File: config.mk
export PLATFORM = sky130hd
export DESIGN_NAME = tracer_adapter_reg_bank
export DESIGN_NICKNAME = d
export VERILOG_FILES = /design/src/rtl/tracer_adapter_pkg.sv /design/src/rtl/tracer_adapter_ch_regs.sv /design/src/rtl/tracer_adapter_reg_bank.sv
export SDC_FILE = /design/constraint.sdc
export NUM_CORES = 1
export LEC_CHECK = 0
export CAP_MARGIN = 10
export CORE_ASPECT_RATIO = 0.6
export CORE_MARGIN = 3
export CORE_UTILIZATION = 49
export DETAILED_ROUTE_END_ITERATION = 8
export PLACE_DENSITY = 0.93
export SLEW_MARGIN = 15
export SYNTH_ARGS = -nofsm -noshare
export SYNTH_HDL_FRONTEND = slang
export SYNTH_SLANG_ARGS = --single-unit
export TNS_END_PERCENT = 20
File: constraint.sdc
create_clock -name clk_i -period 7.5 [get_ports clk_i]
set_input_delay 1.5 -clock clk_i [delete_from_list [all_inputs] [get_ports clk_i]]
set_output_delay 1.5 -clock clk_i [all_outputs]
set_load 0.01 [all_outputs]
File: src/rtl/tracer_adapter_pkg.sv
// ============================================================================
// Module      : tracer_adapter_pkg
// Description : Shared definitions for the tracer adapter register bank:
//               register offsets, CFG/INTCFG/STATUS bit positions and the
//               bus / channel state encodings.
// Revision    : 1.0 - initial release
// ============================================================================
`default_nettype none

package tracer_adapter_pkg;

    // Register offsets within a channel's 32-byte window
    localparam logic [4:0] c_OFF_SADDR   = 5'h00;
    localparam logic [4:0] c_OFF_SIZE    = 5'h04;
    localparam logic [4:0] c_OFF_CFG     = 5'h08;
    localparam logic [4:0] c_OFF_INTCFG  = 5'h0C;
    localparam logic [4:0] c_OFF_STATUS  = 5'h10;
    localparam logic [4:0] c_OFF_XFERCNT = 5'h14;

    // CFG write-side bit positions
    localparam int c_CFG_CONT      = 0;
    localparam int c_CFG_DSIZE_LSB = 1;
    localparam int c_CFG_FILTER    = 3;
    localparam int c_CFG_EN        = 4;
    localparam int c_CFG_CLR       = 5;

    // INTCFG bit positions
    localparam int c_INT_DONE_IE = 0;
    localparam int c_INT_OVF_IE  = 1;

    // STATUS bit positions
    localparam int c_ST_DONE = 0;
    localparam int c_ST_OVF  = 1;

    typedef enum logic [1:0] {
        CH_IDLE = 2'd0,
        CH_RUN  = 2'd1
    } ch_state_e;

    typedef enum logic {
        BUS_IDLE = 1'b0,
        BUS_ACK  = 1'b1
    } bus_state_e;

endpackage

`default_nettype wire

File: src/rtl/tracer_adapter_ch_regs.sv
// ============================================================================
// Module      : tracer_adapter_ch_regs
// Description : Per-channel register state: SADDR/SIZE/CFG config, INTCFG,
//               sticky STATUS, saturating XFERCNT, done-edge detection,
//               channel FSM and registered interrupt.
// Ports       : clk_i/rst_i          clock, async active-high reset
//               wr_en_i, reg_off_i,  committed write strobe, offset, data
//               wdata_i
//               rx_en_i/rx_pending_i uDMA channel status
//               startaddr_o..clr_o   channel configuration and pulses
//               intcfg_o/status_o/   readback fields for the top read mux
//               xfercnt_o
//               irq_o                registered interrupt
// Revision    : 1.0 - initial release
// ============================================================================
`default_nettype none

module tracer_adapter_ch_regs
    import tracer_adapter_pkg::*;
#(
    parameter int L2_AWIDTH_NOAL = 12,
    parameter int TRANS_SIZE     = 16,
    parameter int CNT_W          = 8
) (
    input  logic                      clk_i,
    input  logic                      rst_i,
    input  logic                      wr_en_i,
    input  logic [4:0]                reg_off_i,
    input  logic [31:0]               wdata_i,
    input  logic                      rx_en_i,
    input  logic                      rx_pending_i,
    output logic [L2_AWIDTH_NOAL-1:0] startaddr_o,
    output logic [TRANS_SIZE-1:0]     size_o,
    output logic [1:0]                datasize_o,
    output logic                      continuous_o,
    output logic                      filter_o,
    output logic                      en_o,
    output logic                      clr_o,
    output logic [1:0]                intcfg_o,
    output logic [3:0]                status_o,
    output logic [CNT_W-1:0]          xfercnt_o,
    output logic                      irq_o
);

    localparam logic [CNT_W-1:0] c_CNT_MAX = {CNT_W{1'b1}};

    logic [L2_AWIDTH_NOAL-1:0] saddr_q, saddr_d;
    logic [TRANS_SIZE-1:0]     size_q, size_d;
    logic [1:0]                dsize_q, dsize_d;
    logic                      cont_q, cont_d;
    logic                      filter_q, filter_d;
    logic                      en_q, en_d;
    logic                      clr_q, clr_d;
    logic                      done_ie_q, done_ie_d;
    logic                      ovf_ie_q, ovf_ie_d;
    logic                      st_done_q, st_done_d;
    logic                      st_ovf_q, st_ovf_d;
    logic [CNT_W-1:0]          cnt_q, cnt_d;
    logic                      rx_en_prev_q;
    logic                      irq_q, irq_d;
    ch_state_e                 state_q, state_d;

    logic w_done;
    logic w_unused_wdata;

    // Only some wdata bits land in registers for a given parameter set
    assign w_unused_wdata = ^wdata_i;

    // Transfer completes when the channel enable drops with nothing pending
    assign w_done = rx_en_prev_q & ~rx_en_i & ~rx_pending_i;

    always_comb begin
        saddr_d   = saddr_q;
        size_d    = size_q;
        dsize_d   = dsize_q;
        cont_d    = cont_q;
        filter_d  = filter_q;
        en_d      = 1'b0;
        clr_d     = 1'b0;
        done_ie_d = done_ie_q;
        ovf_ie_d  = ovf_ie_q;
        cnt_d     = cnt_q;
        state_d   = state_q;

        if (wr_en_i) begin
            case (reg_off_i)
                c_OFF_SADDR: saddr_d = wdata_i[L2_AWIDTH_NOAL-1:0];
                c_OFF_SIZE:  size_d  = wdata_i[TRANS_SIZE-1:0];
                c_OFF_CFG: begin
                    cont_d   = wdata_i[c_CFG_CONT];
                    dsize_d  = wdata_i[c_CFG_DSIZE_LSB +: 2];
                    filter_d = wdata_i[c_CFG_FILTER];
                    en_d     = wdata_i[c_CFG_EN];
                    clr_d    = wdata_i[c_CFG_CLR];
                end
                c_OFF_INTCFG: begin
                    done_ie_d = wdata_i[c_INT_DONE_IE];
                    ovf_ie_d  = wdata_i[c_INT_OVF_IE];
                end
                default: ;
            endcase
        end

        // W1C loses against a same-cycle set
        st_done_d = (st_done_q & ~(wr_en_i && reg_off_i == c_OFF_STATUS && wdata_i[c_ST_DONE]))
                  | w_done;
        st_ovf_d  = (st_ovf_q & ~(wr_en_i && reg_off_i == c_OFF_STATUS && wdata_i[c_ST_OVF]))
                  | (w_done & st_done_q);

        // Any write clears the counter; a coincident done counts as the first
        if (wr_en_i && reg_off_i == c_OFF_XFERCNT) begin
            cnt_d = w_done ? CNT_W'(1) : '0;
        end else if (w_done && cnt_q != c_CNT_MAX) begin
            cnt_d = cnt_q + 1'b1;
        end

        irq_d = (st_done_q & done_ie_q) | (st_ovf_q & ovf_ie_q);

        case (state_q)
            CH_IDLE: if (en_q) state_d = CH_RUN;
            CH_RUN:  if (w_done && !cont_q) state_d = CH_IDLE;
            default: state_d = CH_IDLE;
        endcase
        if (clr_q) state_d = CH_IDLE;
    end

    always_ff @(posedge clk_i or posedge rst_i) begin
        if (rst_i) begin
            saddr_q      <= '0;
            size_q       <= '0;
            dsize_q      <= '0;
            cont_q       <= 1'b0;
            filter_q     <= 1'b0;
            en_q         <= 1'b0;
            clr_q        <= 1'b0;
            done_ie_q    <= 1'b0;
            ovf_ie_q     <= 1'b0;
            st_done_q    <= 1'b0;
            st_ovf_q     <= 1'b0;
            cnt_q        <= '0;
            rx_en_prev_q <= 1'b0;
            irq_q        <= 1'b0;
            state_q      <= CH_IDLE;
        end else begin
            saddr_q      <= saddr_d;
            size_q       <= size_d;
            dsize_q      <= dsize_d;
            cont_q       <= cont_d;
            filter_q     <= filter_d;
            en_q         <= en_d;
            clr_q        <= clr_d;
            done_ie_q    <= done_ie_d;
            ovf_ie_q     <= ovf_ie_d;
            st_done_q    <= st_done_d;
            st_ovf_q     <= st_ovf_d;
            cnt_q        <= cnt_d;
            rx_en_prev_q <= rx_en_i;
            irq_q        <= irq_d;
            state_q      <= state_d;
        end
    end

    assign startaddr_o  = saddr_q;
    assign size_o       = size_q;
    assign datasize_o   = dsize_q;
    assign continuous_o = cont_q;
    assign filter_o     = filter_q;
    assign en_o         = en_q;
    assign clr_o        = clr_q;
    assign intcfg_o     = {ovf_ie_q, done_ie_q};
    assign status_o     = {state_q, st_ovf_q, st_done_q};
    assign xfercnt_o    = cnt_q;
    assign irq_o        = irq_q;

endmodule

`default_nettype wire

File: src/rtl/tracer_adapter_reg_bank.sv
// ============================================================================
// Module      : tracer_adapter_reg_bank
// Description : Configuration register bank for NUM_CH uDMA RX tracer
//               channels. Two-cycle request/acknowledge bus, per-channel
//               register windows of 32 bytes selected by the upper address bits.
// Ports       : clk_i/rst_i            clock, async active-high reset
//               cfg_*_i / cfg_*_o      config bus (valid/rw_n/addr/data, ready)
//               cfg_rx_*_o             per-channel configuration and pulses
//               cfg_rx_*_i             per-channel uDMA status
//               irq_o / irq_any_o      per-channel and combined interrupts
// Revision    : 1.0 - initial release
// ============================================================================
`default_nettype none

module tracer_adapter_reg_bank
    import tracer_adapter_pkg::*;
#(
    parameter int NUM_CH         = 2,
    parameter int L2_AWIDTH_NOAL = 12,
    parameter int TRANS_SIZE     = 16,
    parameter int CNT_W          = 8
) (
    input  logic                               clk_i,
    input  logic                               rst_i,
    input  logic [31:0]                        cfg_data_i,
    input  logic [5+$clog2(NUM_CH)-1:0]        cfg_addr_i,
    input  logic                               cfg_valid_i,
    input  logic                               cfg_rw_ni,
    output logic [31:0]                        cfg_data_o,
    output logic                               cfg_ready_o,
    output logic [NUM_CH*L2_AWIDTH_NOAL-1:0]   cfg_rx_startaddr_o,
    output logic [NUM_CH*TRANS_SIZE-1:0]       cfg_rx_size_o,
    output logic [NUM_CH*2-1:0]                cfg_rx_datasize_o,
    output logic [NUM_CH-1:0]                  cfg_rx_continuous_o,
    output logic [NUM_CH-1:0]                  cfg_rx_filter_o,
    output logic [NUM_CH-1:0]                  cfg_rx_en_o,
    output logic [NUM_CH-1:0]                  cfg_rx_clr_o,
    input  logic [NUM_CH-1:0]                  cfg_rx_en_i,
    input  logic [NUM_CH-1:0]                  cfg_rx_pending_i,
    input  logic [NUM_CH*L2_AWIDTH_NOAL-1:0]   cfg_rx_curr_addr_i,
    input  logic [NUM_CH*TRANS_SIZE-1:0]       cfg_rx_bytes_left_i,
    output logic [NUM_CH-1:0]                  irq_o,
    output logic                               irq_any_o
);

    localparam int ADDR_W = 5 + $clog2(NUM_CH);
    localparam int CH_W   = (NUM_CH > 1) ? $clog2(NUM_CH) : 1;

    bus_state_e        bus_state_q, bus_state_d;
    logic [31:0]       data_q, data_d;
    logic              w_wr_commit;
    logic [CH_W-1:0]   w_ch_idx;
    logic [NUM_CH-1:0] w_wr_en;
    logic [31:0]       w_rd_data;
    logic [1:0]        w_intcfg  [NUM_CH];
    logic [3:0]        w_status  [NUM_CH];
    logic [CNT_W-1:0]  w_xfercnt [NUM_CH];

    generate
        if (NUM_CH > 1) begin : g_ch_idx
            assign w_ch_idx = cfg_addr_i[ADDR_W-1:5];
        end else begin : g_ch_idx_single
            assign w_ch_idx = '0;
        end
    endgenerate

    // Writes commit once, on the IDLE->ACK edge
    assign w_wr_commit = (bus_state_q == BUS_IDLE) && cfg_valid_i && !cfg_rw_ni;

    // Channel indices beyond NUM_CH match no entry: reads give 0, writes vanish
    always_comb begin
        w_rd_data = '0;
        for (int c = 0; c < NUM_CH; c++) begin
            if (int'(w_ch_idx) == c) begin
                case (cfg_addr_i[4:0])
                    c_OFF_SADDR:   w_rd_data = 32'(cfg_rx_curr_addr_i[c*L2_AWIDTH_NOAL +: L2_AWIDTH_NOAL]);
                    c_OFF_SIZE:    w_rd_data = 32'(cfg_rx_bytes_left_i[c*TRANS_SIZE +: TRANS_SIZE]);
                    c_OFF_CFG:     w_rd_data = {26'h0, cfg_rx_pending_i[c], cfg_rx_en_i[c],
                                                cfg_rx_filter_o[c], cfg_rx_datasize_o[c*2 +: 2],
                                                cfg_rx_continuous_o[c]};
                    c_OFF_INTCFG:  w_rd_data = 32'(w_intcfg[c]);
                    c_OFF_STATUS:  w_rd_data = 32'(w_status[c]);
                    c_OFF_XFERCNT: w_rd_data = 32'(w_xfercnt[c]);
                    default:       w_rd_data = '0;
                endcase
            end
        end
    end

    // Read data is captured on entry to ACK and returns to 0 when ACK ends
    always_comb begin
        bus_state_d = bus_state_q;
        data_d      = '0;
        case (bus_state_q)
            BUS_IDLE: begin
                if (cfg_valid_i) begin
                    bus_state_d = BUS_ACK;
                    if (cfg_rw_ni) data_d = w_rd_data;
                end
            end
            BUS_ACK:  bus_state_d = BUS_IDLE;
            default:  bus_state_d = BUS_IDLE;
        endcase
    end

    always_ff @(posedge clk_i or posedge rst_i) begin
        if (rst_i) begin
            bus_state_q <= BUS_IDLE;
            data_q      <= '0;
        end else begin
            bus_state_q <= bus_state_d;
            data_q      <= data_d;
        end
    end

    assign cfg_ready_o = (bus_state_q == BUS_ACK);
    assign cfg_data_o  = data_q;
    assign irq_any_o   = |irq_o;

    generate
        for (genvar c = 0; c < NUM_CH; c++) begin : g_ch
            assign w_wr_en[c] = w_wr_commit && (w_ch_idx == CH_W'(c));

            tracer_adapter_ch_regs #(
                .L2_AWIDTH_NOAL (L2_AWIDTH_NOAL),
                .TRANS_SIZE     (TRANS_SIZE),
                .CNT_W          (CNT_W)
            ) u_ch_regs (
                .clk_i        (clk_i),
                .rst_i        (rst_i),
                .wr_en_i      (w_wr_en[c]),
                .reg_off_i    (cfg_addr_i[4:0]),
                .wdata_i      (cfg_data_i),
                .rx_en_i      (cfg_rx_en_i[c]),
                .rx_pending_i (cfg_rx_pending_i[c]),
                .startaddr_o  (cfg_rx_startaddr_o[c*L2_AWIDTH_NOAL +: L2_AWIDTH_NOAL]),
                .size_o       (cfg_rx_size_o[c*TRANS_SIZE +: TRANS_SIZE]),
                .datasize_o   (cfg_rx_datasize_o[c*2 +: 2]),
                .continuous_o (cfg_rx_continuous_o[c]),
                .filter_o     (cfg_rx_filter_o[c]),
                .en_o         (cfg_rx_en_o[c]),
                .clr_o        (cfg_rx_clr_o[c]),
                .intcfg_o     (w_intcfg[c]),
                .status_o     (w_status[c]),
                .xfercnt_o    (w_xfercnt[c]),
                .irq_o        (irq_o[c])
            );
        end
    endgenerate

endmodule

`default_nettype wire

* Word level (Yosys, flattened, before mapping) *
Index checks and enable logic that the tools add are counted.

storage, ports and cells
  input port bits = 102
  flip-flop bits (word level) = 133

operators by class
  multiplexer cells = 28
  add/sub/neg operators = 2
  eq/ne operators = 13
  reductions and logical operators = 35
  bitwise gates (word level) = 30

operator list
  cell                                                                      number
  16-bit case mux with 6 select lines                                       2
  32-bit 2-to-1 mux                                                         4
  8-bit 2-to-1 mux                                                          4
  2-bit AND reduction                                                       10
  8-bit by 1-bit adder with 8-bit output (second input constant)            2
  1-bit logical AND                                                         16
  8-bit inequality test (second input constant)                             2
  1-bit bitwise AND                                                         14
  2-bit 2-to-1 mux                                                          6
  3-bit by 1-bit inequality test with 1-bit output (second input constant)  4
  5-bit by 4-bit == test with 1-bit output (second input constant)          2
  5-bit == test (second input constant)                                     2
  1-bit NOT                                                                 10
  1-bit 2-to-1 mux                                                          9
  2-bit case mux with 2 select lines                                        2
  1-bit OR                                                                  6
  5-bit by 3-bit == test with 1-bit output (second input constant)          1
  5-bit logical NOT                                                         1
  2-bit by 1-bit == test with 1-bit output (second input constant)          2
  2-bit logical NOT                                                         2
  2-bit nonzero test                                                        2
  1-bit logical NOT                                                         3
  1-bit case mux with 2 select lines                                        1
  2-bit OR reduction                                                        1

* Logic depth before layout (Yosys ltp) *
  word-level depth = 9
  depth in mapped cells = 7
  mapped depth without buffers = 5

* Hierarchy *
A second synthesis with hierarchy kept.

second synthesis, totals
  cell total of the unflattened synthesis = 454
  area, all modules = 5607.9 sq um

modules (own cells, without submodules)
  module                   times used  cells an instance  area each (sq um)
  tracer_adapter_ch_regs   2           150                2068.2
  tracer_adapter_reg_bank  1           154                1471.4

* Worst setup path before layout *
Ideal clock, no wire load.

  path kind = input port to flip-flop
  start = input port cfg_addr_i[1]
  end = register g_ch[1].u_ch_regs.saddr_q[11]
  slack = 4.335 ns
  cell stages on the path = 6
  data required time = 7.375 ns
  data arrival time = 3.040 ns
  cells stage by stage = buf_2 -> or4_4 -> buf_6 -> nor3_2 -> buf_4 -> mux2_2

on the way
  cells in the longest elaborated chain, start to end = 2

RTL lines
  item                           RTL line                       RTL
  start, declared                tracer_adapter_reg_bank.sv:26  input logic [5+$clog2(NUM_CH)-1:0] cfg_addr_i,
  5-bit logical NOT              tracer_adapter_ch_regs.sv:86   case (reg_off_i)
  2-bit AND reduction (no line)  n/a
  end signal, assigned           tracer_adapter_ch_regs.sv:145  saddr_q <= saddr_d;
  end, declared                  tracer_adapter_ch_regs.sv:47   logic [L2_AWIDTH_NOAL-1:0] saddr_q, saddr_d;

Every way passes these cells.
A chain may end at the register's enable or synchronous reset.

* Final worst setup path *
  start = input port cfg_addr_i[3]
  end = register data_q[6], in the netlist cfg_data_o[6]

on the way
  cells in the longest elaborated chain, start to end = 6
  elaborated cells on any way between the ends = 12
  classes of those cells = 5 x eq/ne; 6 x mux; 1 x reduce/logical

RTL lines
  item                                         RTL line                        RTL
  5-bit == test, or another cell as far along  tracer_adapter_reg_bank.sv:75   case (cfg_addr_i[4:0])
  16-bit case mux with 6 select lines          tracer_adapter_reg_bank.sv:75
  32-bit 2-to-1 mux *                          tracer_adapter_reg_bank.sv:74   if (int'(w_ch_idx) == c) begin
  32-bit 2-to-1 mux *                          tracer_adapter_reg_bank.sv:98   if (cfg_rw_ni) data_d = w_rd_data;
  32-bit 2-to-1 mux *                          tracer_adapter_reg_bank.sv:96   if (cfg_valid_i) begin
  32-bit 2-to-1 mux *                          tracer_adapter_reg_bank.sv:94   case (bus_state_q)
  via data_d[6]                                tracer_adapter_reg_bank.sv:50   logic [31:0] data_q, data_d;
  end signal, assigned                         tracer_adapter_reg_bank.sv:112  data_q <= data_d;
  end, declared                                tracer_adapter_reg_bank.sv:50

The timed path passes the listed nets; every way through them passes the cells marked *.

==> flow_summary_export.csv <==
group,metric,value,unit
timing,fin_crit_sh,0.510,
floorplan,design.die.area,12900,um^2
yosys,synth-seq-cells,115,
worst_setup_path,critPathCaptureType,"flop",
layout,final_cell_mix,"173 x clkdlybuf4s50_1, 115 x dfrtp_1, 50 x mux2_2",
worst_hold_path,whs_path_depth,1,
detailed_routing,drt-initial-drc-count,326,
yosys,yosysWarnings,0,
cts,cts_setup_buffers,0,
timing,max_freq,0.262,GHz
worst_setup_path,critPathMaxStageDelay,0.93,ns
layout,final_common_cell,"clkdlybuf4s50_1",
yosys,synthCells,453,
detailed_routing,highest_layer,"met4",
yosys,synth_area_per_cell,12.4,um^2
detailed_routing,vias_per_cell,5.73,
worst_hold_path,hold_path.class,"reg -> reg",
yosys,synth_cell_types,59,
worst_setup_path,cp.depth,5,
worst_setup_path,rr_startpoint,"cfg_ready_o",
detailed_routing,wirelength,16300,um
worst_setup_path,startpoint_type,"input pin",
detailed_routing,met1_length,6810,um
worst_setup_path,arrival,4.11,ns
worst_setup_path,worstPathMaxFanout,18,
yosys,synthArstFlopShare,1.00,
worst_setup_path,cp_num_buf_inv,1,
run_status,status,"finished clean",
pwr,totalPowerFinal,1870,uW
placement,placed_area,7320,um^2
worst_hold_path,hp-start,"g_ch[1].u_ch_regs.clr_o",
pwr,irDropWorstVdd,0.206,mV
cts,clk_pin_slew,0.05,ns
global_route,grt_pass1_wl,24300,um
cts,ctsLongestPathBuffers,2,
floorplan,die_h,89.1,um
placement,place_congestion,0.961,
floorplan,ios,206,
worst_setup_path,crit_type,"in -> reg",
floorplan,core_area,10900,um^2
global_route,grt_usage,0.253,
worst_setup_path,worstSetupStartpoint,"cfg_addr_i[3]",
detailed_routing,dr_wl_met3,1650,um
timing,hold_violations,0,
timing,worst_pin_slew,1.02,ns
timing,rsz0062_at_grt,"no",
cts,cts.sinks,115,
cts,htree_num_levels,4,
yosys,synthesis.area,5630,um^2
worst_setup_path,path_cells,"clkdlybuf4s50_1, or4b_1, o21ai_0, o32ai_1, a2111oi_2",
detailed_routing,drc,0,
cts,cts_tree,"built",
yosys,synth_edf_count,0,
detailed_routing,firstDrtPassIters,5,
cts,cts_buffers,17,
floorplan,start_util,0.518,
run,drv_cap,0,
layout,diodes,0,
layout,post-route-util,0.730,
cts,root_buffer,"clkbuf_16",
layout,areaGrowthSynthToFinish,41.0,%
placement,numPortBuffers,173,
layout,layout-drive-gt1-share,0.202,
worst_setup_path,cp_top_family,"simple AND/OR/NAND/NOR gates",
worst_setup_path,reg2regPathDepth,4,
layout,fillCellCount,755,
timing,finalSetupTns,0,ns
layout,finalInstanceArea,7940,um^2
timing,period_needed,3.82,ns
timing,setup_viol,0,
timing,relSlewSlack,0.320,
timing,clock_skew,0.00786,ns
global_route,grt_max_degree,69,
cts,worstSkewPairLatency,0.40,ns
global_route,antenna_found_initial,0,
cts,cts_resized,0,
timing,whs,0.437,ns
global_route,grt_pass1_vias,4456,
detailed_routing,vias,4401,
detailed_routing,wl_met2,7640,um
pwr,power_density,235,nW/um^2
timing,slew_violations,0,
pwr,cellLeakagePower,0.00358,uW
placement,hpwl,12000,um
floorplan,row_count,29,
global_route,overflow,0,
yosys,synth_ff_type,"dfrtp_1",
floorplan,die_x,144,um
worst_setup_path,worstPathRequired,7.79,ns
layout,nets,721,
worst_setup_path,critPathSlowestCell,"or4b_1",
detailed_routing,ant_nets,0,
yosys,synth_seq_area_share,0.511,
cts,cts_hold_buffers,0,
detailed_routing,detail_route.wl_per_cell,21.2,um
==> metal layers <==
metal,vias up,track usage
met5,-,0
met4,0,0.0584
met3,20,0.0941
met2,243,0.406
met1,2173,0.333
li1,1965,-
==> area by class of cell <==
| type | count | area, um^2 | share of cell area |
|---|---|---|---|
| inverter | 5 | 21.3 | 0.00268 |
| tap | 139 | 174 | 0.0219 |
| clock buffer | 22 | 474 | 0.0597 |
| clock inverter | 9 | 153 | 0.0192 |
| multi-input combinational | 300 | 2470 | 0.312 |
| sequential | 115 | 2880 | 0.362 |
| timing repair buffer | 178 | 1770 | 0.223 |
==> sequential cells by signal, indices dropped and copies added, names as in the netlist, 2 cells and up <==
name	cells
cfg_data_o	16
g_ch.u_ch_regs.clr_o	2
g_ch.u_ch_regs.continuous_o	2
g_ch.u_ch_regs.datasize_o	4
g_ch.u_ch_regs.done_ie_q	2
g_ch.u_ch_regs.en_o	2
g_ch.u_ch_regs.filter_o	2
g_ch.u_ch_regs.irq_o	2
g_ch.u_ch_regs.ovf_ie_q	2
g_ch.u_ch_regs.rx_en_prev_q	2
g_ch.u_ch_regs.size_o	32
g_ch.u_ch_regs.st_done_q	2
g_ch.u_ch_regs.st_ovf_q	2
g_ch.u_ch_regs.startaddr_o	24
g_ch.u_ch_regs.state_q	2
g_ch.u_ch_regs.xfercnt_o	16
==> path summary, 6_finish.rpt <==
check                                                  endpoint  slack, ns
min in group asynchronous                        cfg_data_o[12]       1.53
worst max-delay path                              cfg_data_o[6]       3.68
max in group asynchronous       g_ch[1].u_ch_regs.datasize_o[1]       4.65
worst min register to register     g_ch[1].u_ch_regs.state_q[0]       0.44
worst min-delay path               g_ch[1].u_ch_regs.state_q[0]       0.44
worst max register to register      g_ch[0].u_ch_regs.size_o[7]       4.96
==> through the flow <==
stage                     cells  setup slack (ns)
after floorplan             468              2.96
after global placement      737              3.40
after detailed placement    737              3.33
after CTS                   768              3.74
after global routing        768              3.53
final                       768              3.68
==> cell families (layout without fill, tap and decap cells) <==
logic type / after synthesis / in the layout / synth area share
buffers and inverters: 53 / 214 / 0.0600
DFF: 115 / 115 / 0.511
AOI/OAI and AO/OA: 65 / 65 / 0.0826
muxes: 96 / 96 / 0.211
and+or+nand+nor: 114 / 114 / 0.120
xor gates and xnor gates: 7 / 7 / 0.0109
adders and majority gates: 2 / 2 / 0.00444
other: 1 / 16 / 0.000666
==> where the power goes <==
part	internal (uW)	switching, uW	leakage [uW]
clock network	579	274	0.000298
registers	676	61.6	0.00154
logic	154	125	0.00174
==> Yosys cell counts (4+ instances only) <==
master | n | area, um^2
a22o_1 | 4 | 35.0
a21oi_1 | 7 | 35.0
inv_1 | 5 | 18.8
o21ai_0 | 14 | 70.1
xor2_1 | 6 | 52.6
nor2b_1 | 5 | 31.3
dfrtp_1 | 115 | 2880
mux2_4 | 20 | 300
a211oi_1 | 7 | 52.6
nor2_1 | 22 | 82.6
nand4_1 | 4 | 25.0
mux4_2 | 5 | 113
nand2_1 | 21 | 78.8
a221oi_1 | 10 | 87.6
and3_1 | 12 | 75.1
clkbuf_1 | 11 | 41.3
buf_4 | 28 | 210
mux2i_1 | 21 | 210
o21bai_1 | 5 | 37.5
or4_1 | 5 | 37.5
nor3_2 | 4 | 40.0
nand3_1 | 8 | 40.0
mux2_2 | 50 | 563
nor3_1 | 10 | 50.1
buf_6 | 4 | 45.0
Power figures use the tool's default switching activity.
